File: src/rtl/div_pkg.sv
// Shared definitions for the sequential divider: FSM state encoding,
// counter sizing and the quotient pattern reported on a divide by zero.
package div_pkg;

    typedef enum logic [1:0] {
        IDLE   = 2'd0,
        CALC   = 2'd1,
        FINISH = 2'd2
    } div_state_t;

    // Bits needed to hold a step counter that starts at width and counts to 1.
    function automatic int count_width(input int width);
        return $clog2(width + 1);
    endfunction

    // Divide by zero returns an all-ones quotient; replicate this bit to WIDTH.
    localparam logic DBZ_QUOTIENT_BIT = 1'b1;

endpackage

File: src/rtl/seq_divider_if.sv
// Request/response bundle between the multiply/divide unit and the divider.
interface seq_divider_if
    import div_pkg::*;
#(
    parameter int WIDTH = 32
);

    logic             start;
    logic             is_signed;
    logic [WIDTH-1:0] dividend;
    logic [WIDTH-1:0] divisor;
    logic             busy;
    logic             done;
    logic [WIDTH-1:0] quotient;
    logic [WIDTH-1:0] remainder;
    logic             div_by_zero;
    logic             overflow;

    modport master (
        output start, is_signed, dividend, divisor,
        input  busy, done, quotient, remainder, div_by_zero, overflow
    );

    modport slave (
        input  start, is_signed, dividend, divisor,
        output busy, done, quotient, remainder, div_by_zero, overflow
    );

endinterface

File: src/rtl/div_step.sv
// One restoring-division step: shift the next dividend bit into the partial
// remainder and subtract the divisor when it fits. The shifted value keeps an
// extra top bit so divisors with their MSB set compare correctly.
module div_step
    import div_pkg::*;
#(
    parameter int WIDTH = 32
) (
    input  logic [WIDTH-1:0] rem_in,
    input  logic             dvd_bit,
    input  logic [WIDTH-1:0] dvs_mag,
    output logic [WIDTH-1:0] rem_out,
    output logic             q_bit
);

    logic [WIDTH:0] shifted;

    assign shifted = {rem_in, dvd_bit};

    // Trial subtraction; the true difference is below the divisor, so the
    // low WIDTH bits of the subtraction are exact.
    always_comb begin
        rem_out = shifted[WIDTH-1:0];
        q_bit   = 1'b0;
        if (shifted >= {1'b0, dvs_mag}) begin
            rem_out = shifted[WIDTH-1:0] - dvs_mag;
            q_bit   = 1'b1;
        end else begin
            rem_out = shifted[WIDTH-1:0];
            q_bit   = 1'b0;
        end
    end

endmodule

File: src/rtl/seq_divider.sv
// Multi-cycle restoring divider (DIV/DIVU). Operands are converted to
// magnitudes on acceptance, WIDTH restoring steps run one per clock, and the
// sign fix-up is applied on the single FINISH edge that also pulses done.
module seq_divider
    import div_pkg::*;
#(
    parameter int WIDTH = 32
) (
    input  logic          clk,
    input  logic          reset,
    seq_divider_if.slave  bus
);

    localparam int               CW         = count_width(WIDTH);
    localparam logic [CW-1:0]    COUNT_INIT = CW'(WIDTH);
    localparam logic [CW-1:0]    COUNT_LAST = CW'(1);
    localparam logic [WIDTH-1:0] ALL_ONES   = {WIDTH{DBZ_QUOTIENT_BIT}};
    localparam logic [WIDTH-1:0] MIN_VAL    = {1'b1, {(WIDTH-1){1'b0}}};
    localparam logic [WIDTH-1:0] ZERO       = {WIDTH{1'b0}};

    div_state_t       state;
    logic [CW-1:0]    count;
    logic [WIDTH-1:0] rem;
    logic [WIDTH-1:0] quo;
    logic [WIDTH-1:0] dvd_mag;
    logic [WIDTH-1:0] dvs_mag;
    logic [WIDTH-1:0] dvd_raw;
    logic             neg_q;
    logic             neg_r;
    logic             dbz_pend;
    logic             ovf_pend;

    logic             dvd_neg;
    logic             dvs_neg;
    logic [WIDTH-1:0] dvd_abs;
    logic [WIDTH-1:0] dvs_abs;
    logic             ovf_case;
    logic [WIDTH-1:0] step_rem;
    logic             step_q;

    // Dividend bits are consumed MSB first by shifting dvd_mag left each step.
    div_step #(
        .WIDTH (WIDTH)
    ) u_step (
        .rem_in  (rem),
        .dvd_bit (dvd_mag[WIDTH-1]),
        .dvs_mag (dvs_mag),
        .rem_out (step_rem),
        .q_bit   (step_q)
    );

    // Operand magnitudes and overflow detection from the live request inputs.
    always_comb begin
        dvd_neg  = bus.is_signed & bus.dividend[WIDTH-1];
        dvs_neg  = bus.is_signed & bus.divisor[WIDTH-1];
        dvd_abs  = bus.dividend;
        dvs_abs  = bus.divisor;
        if (dvd_neg) begin
            dvd_abs = -bus.dividend;
        end else begin
            dvd_abs = bus.dividend;
        end
        if (dvs_neg) begin
            dvs_abs = -bus.divisor;
        end else begin
            dvs_abs = bus.divisor;
        end
        ovf_case = bus.is_signed & (bus.dividend == MIN_VAL) & (bus.divisor == ALL_ONES);
    end

    // Control FSM, datapath registers and registered result outputs.
    always_ff @(posedge clk) begin
        if (reset) begin
            state           <= IDLE;
            count           <= {CW{1'b0}};
            rem             <= ZERO;
            quo             <= ZERO;
            dvd_mag         <= ZERO;
            dvs_mag         <= ZERO;
            dvd_raw         <= ZERO;
            neg_q           <= 1'b0;
            neg_r           <= 1'b0;
            dbz_pend        <= 1'b0;
            ovf_pend        <= 1'b0;
            bus.busy        <= 1'b0;
            bus.done        <= 1'b0;
            bus.quotient    <= ZERO;
            bus.remainder   <= ZERO;
            bus.div_by_zero <= 1'b0;
            bus.overflow    <= 1'b0;
        end else begin
            bus.done <= 1'b0;
            case (state)
                IDLE: begin
                    if (bus.start) begin
                        dvd_mag         <= dvd_abs;
                        dvs_mag         <= dvs_abs;
                        dvd_raw         <= bus.dividend;
                        neg_q           <= dvd_neg ^ dvs_neg;
                        neg_r           <= dvd_neg;
                        ovf_pend        <= ovf_case;
                        rem             <= ZERO;
                        quo             <= ZERO;
                        count           <= COUNT_INIT;
                        bus.div_by_zero <= 1'b0;
                        bus.overflow    <= 1'b0;
                        bus.busy        <= 1'b1;
                        if (bus.divisor == ZERO) begin
                            dbz_pend <= 1'b1;
                            state    <= FINISH;
                        end else begin
                            dbz_pend <= 1'b0;
                            state    <= CALC;
                        end
                    end else begin
                        state <= IDLE;
                    end
                end
                CALC: begin
                    rem     <= step_rem;
                    quo     <= {quo[WIDTH-2:0], step_q};
                    dvd_mag <= {dvd_mag[WIDTH-2:0], 1'b0};
                    count   <= count - COUNT_LAST;
                    if (count == COUNT_LAST) begin
                        state <= FINISH;
                    end else begin
                        state <= CALC;
                    end
                end
                FINISH: begin
                    if (dbz_pend) begin
                        bus.quotient    <= ALL_ONES;
                        bus.remainder   <= dvd_raw;
                        bus.div_by_zero <= 1'b1;
                        bus.overflow    <= 1'b0;
                    end else begin
                        // MIN / -1 wraps naturally: magnitude 2^(W-1), no negation.
                        bus.quotient    <= neg_q ? -quo : quo;
                        bus.remainder   <= neg_r ? -rem : rem;
                        bus.div_by_zero <= 1'b0;
                        bus.overflow    <= ovf_pend;
                    end
                    bus.done <= 1'b1;
                    bus.busy <= 1'b0;
                    state    <= IDLE;
                end
                default: begin
                    bus.busy <= 1'b0;
                    state    <= IDLE;
                end
            endcase
        end
    end

endmodule

File: src/flat_wrapper.sv
// flat-port wrapper written by rule: the top's interface ports become plain ports
module seq_divider_flat import div_pkg::*;
#(
    parameter int WIDTH = 32
)
  (clk, reset, bus_start, bus_is_signed, bus_dividend, bus_divisor, bus_busy, bus_done, bus_quotient, bus_remainder, bus_div_by_zero, bus_overflow);
  seq_divider_if #(.WIDTH(WIDTH)) bus_i ();
  input  logic clk;
  input  logic reset;
  input wire logic [$bits(bus_i.start)-1:0] bus_start;
  input wire logic [$bits(bus_i.is_signed)-1:0] bus_is_signed;
  input wire logic [$bits(bus_i.dividend)-1:0] bus_dividend;
  input wire logic [$bits(bus_i.divisor)-1:0] bus_divisor;
  output wire logic [$bits(bus_i.busy)-1:0] bus_busy;
  output wire logic [$bits(bus_i.done)-1:0] bus_done;
  output wire logic [$bits(bus_i.quotient)-1:0] bus_quotient;
  output wire logic [$bits(bus_i.remainder)-1:0] bus_remainder;
  output wire logic [$bits(bus_i.div_by_zero)-1:0] bus_div_by_zero;
  output wire logic [$bits(bus_i.overflow)-1:0] bus_overflow;
  assign bus_i.start = bus_start;
  assign bus_i.is_signed = bus_is_signed;
  assign bus_i.dividend = bus_dividend;
  assign bus_i.divisor = bus_divisor;
  assign bus_busy = bus_i.busy;
  assign bus_done = bus_i.done;
  assign bus_quotient = bus_i.quotient;
  assign bus_remainder = bus_i.remainder;
  assign bus_div_by_zero = bus_i.div_by_zero;
  assign bus_overflow = bus_i.overflow;
  seq_divider #(.WIDTH(WIDTH)) u_core (.clk(clk), .reset(reset), .bus(bus_i));
endmodule
File: config.mk
export PLATFORM = sky130hd
export DESIGN_NAME = seq_divider_flat
export DESIGN_NICKNAME = d
export VERILOG_FILES = /design/src/rtl/div_pkg.sv /design/src/rtl/seq_divider_if.sv /design/src/rtl/div_step.sv /design/src/rtl/seq_divider.sv /design/src/flat_wrapper.sv
export SDC_FILE = /design/constraint.sdc
export NUM_CORES = 1
export LEC_CHECK = 0
export CORE_UTILIZATION = 34
export DETAILED_ROUTE_END_ITERATION = 8
export GPL_TIMING_DRIVEN = 0
export HOLD_SLACK_MARGIN = 0.03
export PLACE_DENSITY = 0.63
export RECOVER_POWER = 25
export SETUP_SLACK_MARGIN = 0.3
export SYNTH_ARGS = -nofsm -noshare
export SYNTH_HDL_FRONTEND = slang
export SYNTH_HIERARCHICAL = 1
export SYNTH_SLANG_ARGS = --single-unit
File: constraint.sdc
create_clock -name clk -period 3 [get_ports clk]
set_input_delay 0.6 -clock clk [delete_from_list [all_inputs] [get_ports clk]]
set_output_delay 0.6 -clock clk [all_outputs]
set_load 0.1 [all_outputs]
==> results of run 1 <==
==> power by group through the flow <==
stage                     logic (mW)  registers (mW)  clock network [mW]
after floorplan                 7.70            3.95                   0
after global placement          9.67            4.10                   0
after detailed placement        9.78            4.11                   0
after CTS                       12.0            4.07                3.63
after global routing            13.9            4.13                3.76
final                           13.2            4.10                3.59
==> sequential cells by signal, indices dropped and copies added (netlist names) <==
signal and flops:
u_core/ovf_pend 1, u_core/bus.done 1, u_core/bus.quotient 32, u_core/bus.div_by_zero 1, u_core/dvd_mag 32, u_core/state 2, u_core/quo 32, u_core/count 6
u_core/rem 32, u_core/neg_r 1, u_core/dbz_pend 1, u_core/dvd_raw 32, u_core/dvs_mag 32, u_core/bus.overflow 1, u_core/bus.busy 1, u_core/neg_q 1
u_core/bus.remainder 32
==> final timing paths <==
path                                              start                       to  slack (ns)  cells after the start
worst min-delay path            u_core/bus.remainder[8]  u_core/bus.remainder[8]        0.46                      2
worst min register to register  u_core/bus.remainder[8]  u_core/bus.remainder[8]        0.46                      2
worst max register to register        u_core/dvs_mag[4]           u_core/rem[30]       -0.02                     15
worst max-delay path                  u_core/dvs_mag[4]           u_core/rem[30]       -0.02                     15
==> synthesized netlist by cell type (42+ instances only) <==
master	instances	share of area
nand3_1	42	0.015
inv_1	59	0.016
nand2_1	166	0.044
xor2_1	71	0.044
nor2_1	155	0.041
a22oi_1	76	0.040
o21ai_0	104	0.036
nor3_1	43	0.015
clkbuf_1	111	0.029
a21oi_1	165	0.058
xnor2_1	42	0.026
dfxtp_1	240	0.34
==> per-layer routing <==
metal  global-route usage  vias up  routed length, um
met5                    0        -                  0
met4               0.0803        0               1790
met3               0.0361      107               4650
met2                0.395      744              24400
met1                0.364     7355              25200
li1                     -     6995                  -
==> area by class of cell <==
cell class / count / area (sq um) / area share
Multi-Input combinational cell: 1341 / 9370 / 0.508
Sequential cell: 240 / 4890 / 0.265
Timing Repair Buffer: 186 / 1660 / 0.0900
Clock buffer: 33 / 738 / 0.0400
Tap cell: 532 / 666 / 0.0361
Buffer: 136 / 661 / 0.0358
Inverter: 61 / 236 / 0.0128
Clock inverter: 17 / 218 / 0.0118
Antenna cell: 2 / 5.00 / 0.000271
==> logic make-up after synthesis <==
kind of cell	Yosys count
AOI/OAI and AO/OA	569
xor gates and xnor gates	113
adders and majority gates	40
buffers and inverters	197
DFF	240
muxes	44
and+or+nand+nor	575
==> worst max-delay path, stage by stage (launching register included) <==
cell,delay (ns)
dfxtp_2,0.32
inv_2,0.09
ha_4,0.22
a21o_1,0.18
a31o_1,0.21
o211ai_2,0.23
a211oi_4,0.13
nor3_4,0.20
o211ai_4,0.13
a21oi_4,0.25
clkinv_4,0.15
buf_12,0.17
buf_4,0.13
a41o_2,0.28
a22oi_2,0.15
nor2_1,0.05
==> timing repair <==
| action | 4_1_cts | 5_1_grt |
|---|---|---|
| endpoints found under the setup margin | 120 | 106 |
| resized for setup | 185 | 80 |
| hold endpoints to repair | 0 | 0 |
| pin swaps | 56 | 31 |
| gates cloned | 2 | 0 |
| setup buffers | 36 | 13 |
==> per-stage QoR <==
| stage | std cells | util | worst slack [ns] | setup TNS (ns) | area, sq um |
|---|---|---|---|---|---|
| finish | 2548 | 0.449 | -0.0208 | -0.0208 | 18400 |
| global route | 2546 | 0.449 | -0.113 | -1.25 | 18400 |
| CTS | 2533 | 0.443 | 0.115 | 0 | 18200 |
| detailed placement | 2445 | 0.398 | -0.562 | -29.39 | 16400 |
| global placement | 2445 | 0.398 | -0.600 | -29.38 | 16400 |
| floorplan | 1778 | - | 0.297 | 0 | 14400 |
==> impl_metrics.tcl, run 1 <==
set metrics [dict create \
    clock_latency_ns 0.58 \
    antenna_left 0 \
    fp.dieW_um 207 \
    grt_max_degree 15 \
    drt_iter0_drc 1677 \
    post_drt_wl_per_cell_um 22.0 \
    finalHoldViolations 0 \
    ios 136 \
    ir_drop_uv 687 \
    synth_nets 1886 \
    switching_power_mw 8.79 \
    grt_pass1_vias 14000 \
    synth-compound-area-share 0.263 \
    root_buffer "clkbuf_16" \
    ys.flop_type "dfxtp_1" \
    synth-edff-count 0 \
    setup_slack_ns -0.0208 \
    setup_viol 1 \
    outcome "finished with violations" \
    synthCells 1778 \
    syn-mean-instance-area_sq_um 8.03 \
    worst_slew_pin_slew_ns 1.21 \
    start_kind "flip-flop" \
    track_usage 0.255 \
    async_reset_ff_frac 0 \
    nNetsFinal 2101 \
    totalWireLength_um 56000 \
    synth_top_family_by_area "compound AO/OA/AOI/OAI gates" \
    p_int_mw 12.1 \
    vias 15200 \
    gp_congestion 0.928 \
    drv_cap 0 \
    final_max_slew_viol_count 0 \
    core_area_sq_um 41100 \
    overflow 0 \
    rsz0062_at_grt "true" \
    switching_share 0.422 \
    yosysWarningCount 6 \
    required_ns 3.45 \
    fin_crit_ns 3.02 \
    clockPowerShare 0.172 \
    dieArea_sq_um 42800 \
    slew_headroom 0.195 \
    period_share 1.01 \
    drive_gt1_frac 0.160 \
    critical_path_peak_fanout 9 \
    ctsHoldBuffers 0 \
    viasPerCell 5.97 \
    violations "DRC, setup timing" \
    die_h_um 207 \
    path_class "flip-flop to flip-flop" \
    row_count 74 \
    drcViolationCount 14 \
    clock_path_buffers 3 \
    power_leakage_nw 6.86 \
    clk_pin_slew_ns 0.06 \
    yosysSeqAreaShare 0.337 \
    share_seq_of_total_power 0.197 \
    hpwl_um 41300 \
    cts_sinks 240 \
    finalClockSkew_ns 0.0149 \
    yosys.area_share.adder 0.0356 \
    arrival_ns 3.47 \
    power.density_nw_per_um2 1130 \
    cts_buffers 27 \
    post_synth_xor_area_fraction 0.0694 \
    synthSimpleGateAreaFrac 0.198 \
    fmax_mhz 331 \
    synthMuxAreaShare 0.0394 \
    cts_tree "built" \
    initial_core_util 0.347 \
    dr.pass1.iters 8 \
    cp-end-kind "flip-flop" \
    hold-worst-slack_ns 0.462 \
    min_path_type "flip-flop to flip-flop" \
    p_total_mw 20.8 \
    final_cell_mix "dfxtp_1, nand2_1, nor2_1, a21oi_1, clkbuf_1" \
    port-buffer-count 135 \
    antenna_found_initial 1 \
    final_common_cell "dfxtp_1" \
    synth.distinct_cells 90 \
    ys_ff_latch 240 \
    grt_pass1_wl_um 84000 \
    power_frac_comb 0.631 \
    synth_area_sq_um 14300 \
    fill_cells 4095 \
    synthToLayoutAreaGrowth_pct 29.3 \
    ctsHtreeMaxLevel 1 \
]
(Power assumes the default switching activity.)
==> inputs of run 2 (changes only) <==
- CORE_UTILIZATION: 34 -> 38
- PLACE_DENSITY: 0.63 -> 0.68
- clock period: 3 -> 2.45 ns (I/O delays scaled with it)
==> run 2 against run 1 <==
Net effect:
- clock skew decreased by 0.00051 ns
- maximum frequency increased by 7.5%
- register-to-register slack got worse by 0.34 ns
- the run ends with setup timing left
- largest cell class unchanged
- setup slack got worse by 0.34 ns
- non-clock buffer count increased by 16
- core utilization increased by 7.0 points
- combinational power increased by 25%
- routed wire length decreased by 2.8%
- sequential cell count unchanged
- power increased by 25%
- global-route usage increased by 2.0 points
==> impl_metrics.tcl, run 2 (synthesis results as in run 1) <==
set metrics [dict create \
    outcome "finished with violations" \
    violations "setup timing" \
    initial_core_util 0.388 \
    rrSetupSlack_ns -0.36 \
    post_drt_wl_per_cell_um 21.8 \
    crit_family "simple AND/OR/NAND/NOR gates" \
    totalWireLength_um 54500 \
    power_frac_comb 0.635 \
    gp_congestion 0.940 \
    power_leakage_nw 7.24 \
    finalClockSkew_ns 0.0144 \
    grt_max_degree 15 \
    dp_cells 2381 \
    cts_sinks 240 \
    drive_gt1_frac 0.234 \
    share_seq_of_total_power 0.196 \
    fin_crit_ns 2.81 \
    placed_cell_area_sq_um 16500 \
    final_max_slew_viol_count 0 \
    clock_path_buffers 3 \
    grt_pass1_wl_um 83200 \
    setup_viol 33 \
    p_total_mw 26.0 \
    hold-worst-slack_ns 0.299 \
    finalHoldViolations 0 \
    root_buffer "clkbuf_16" \
    start_kind "flip-flop" \
    p_int_mw 15.0 \
    r2r-start "u_core/dvs_mag[23]" \
    slew_headroom 0.200 \
    ios 136 \
    min_path_type "input port to flip-flop" \
    path_class "flip-flop to flip-flop" \
    post-route-util 0.519 \
    dieArea_sq_um 38300 \
    worst_slew_pin_slew_ns 1.20 \
    place_ws_ns -0.899 \
    ctsHtreeMaxLevel 1 \
    nNetsFinal 2118 \
    vias 15300 \
    drcViolationCount 0 \
    port-buffer-count 135 \
    period_share 1.15 \
    crit_path_start "u_core/dvs_mag[23]" \
    arrival_ns 3.24 \
    clk_pin_slew_ns 0.06 \
    viasPerCell 6.11 \
    power.density_nw_per_um2 1370 \
    required_ns 2.88 \
    fmax_mhz 356 \
    max_stage_delay_ns 0.34 \
    synthToLayoutAreaGrowth_pct 33.7 \
    rr_worst_depth 15 \
    design_area_sq_um 19100 \
    path_cells "inv_2, ha_4, clkbuf_8, and3_4, buf_6, nand2_1, nor3_2, nand4_1, o211ai_4, a21oi_4, inv_4, buf_12, mux2_4, a22oi_1, nor2_1" \
    final_common_cell "dfxtp_1" \
    die_h_um 196 \
    min_from "bus_dividend[26]" \
    drt_iter0_drc 1781 \
    antenna_found_initial 1 \
    dr.pass1.iters 6 \
    track_usage 0.275 \
    clockPowerShare 0.170 \
    cts_buffers 28 \
    overflow 0 \
    antenna_left 0 \
    grt_pass1_vias 14200 \
    final_cell_mix "dfxtp_1, nand2_1, a21oi_1, nor2_1, o21ai_0" \
    cts_tree "built" \
    hold_path_depth 3 \
    cp-end-kind "flip-flop" \
    critPathSlowestCell "dfxtp_2" \
    core_area_sq_um 36800 \
    fp.dieW_um 196 \
    setup_slack_ns -0.361 \
    clock_latency_ns 0.57 \
    switching_power_mw 11.0 \
    reg2reg_to "u_core/rem[3]" \
    switching_share 0.422 \
    fin_cells 2499 \
    ctsHoldBuffers 0 \
    hpwl_um 39800 \
    ir_drop_uv 1270 \
    critical_path_peak_fanout 10 \
    min_to "u_core/dvd_raw[26]" \
    path_buf_inv 5 \
    rsz0062_at_grt "true" \
    drv_cap 0 \
    timing.setup.tns_ns -10.42 \
    row_count 70 \
]
## run 2: area by class of cell
cell class	count	area, sq um
Timing Repair Buffer	202	1790
Antenna cell	1	2.50
Fill cell	3405	17700
Inverter	61	240
Buffer	136	761
Clock buffer	40	827
Sequential cell	240	4920
Clock inverter	10	146
Multi-Input combinational cell	1341	9810
Tap cell	468	586
## run 2: per-layer routing
layer,up-vias,part of all wire,track usage
met3,99,0.081,0.0356
li1,7031,-,-
met5,-,0,0
met4,0,0.032,0.0874
met1,7374,0.44,0.387
met2,771,0.45,0.435
## run 2: worst register-to-register path, delay by kind of cell, from the launching register on
| kind | cells | cell delay [ns] |
|---|---|---|
| muxes | 1 | 0.30 |
| DFF | 1 | 0.34 |
| AOI/OAI and AO/OA | 3 | 0.43 |
| and+or+nand+nor | 5 | 0.77 |
| adders and majority gates | 1 | 0.26 |
| buffers and inverters | 5 | 0.57 |
## run 2: power by group through the flow
stage	Combinational [mW]	Clock, mW	Sequential (mW)
final	16.5	4.42	5.09
after global placement	11.9	0	5.07
after floorplan	9.61	0	4.89
after global routing	17.5	4.62	5.14
after detailed placement	12.0	0	5.07
after CTS	14.3	4.45	5.06
## run 2: worst max-delay path by stage
stage	endpoint	depth (start not counted)
final	u_core/rem[3]	15
after CTS	u_core/rem[3]	14
after detailed placement	u_core/dvd_mag[13]	7
after floorplan	u_core/rem[11]	14
after global placement	u_core/dvd_mag[23]	7
after global routing	u_core/rem[13]	16
## run 2: timing repair
action	4_1_cts	5_1_grt
gates resized for setup	396	177
endpoints found under the setup margin	294	170
pin swaps	36	46
setup buffers	33	34
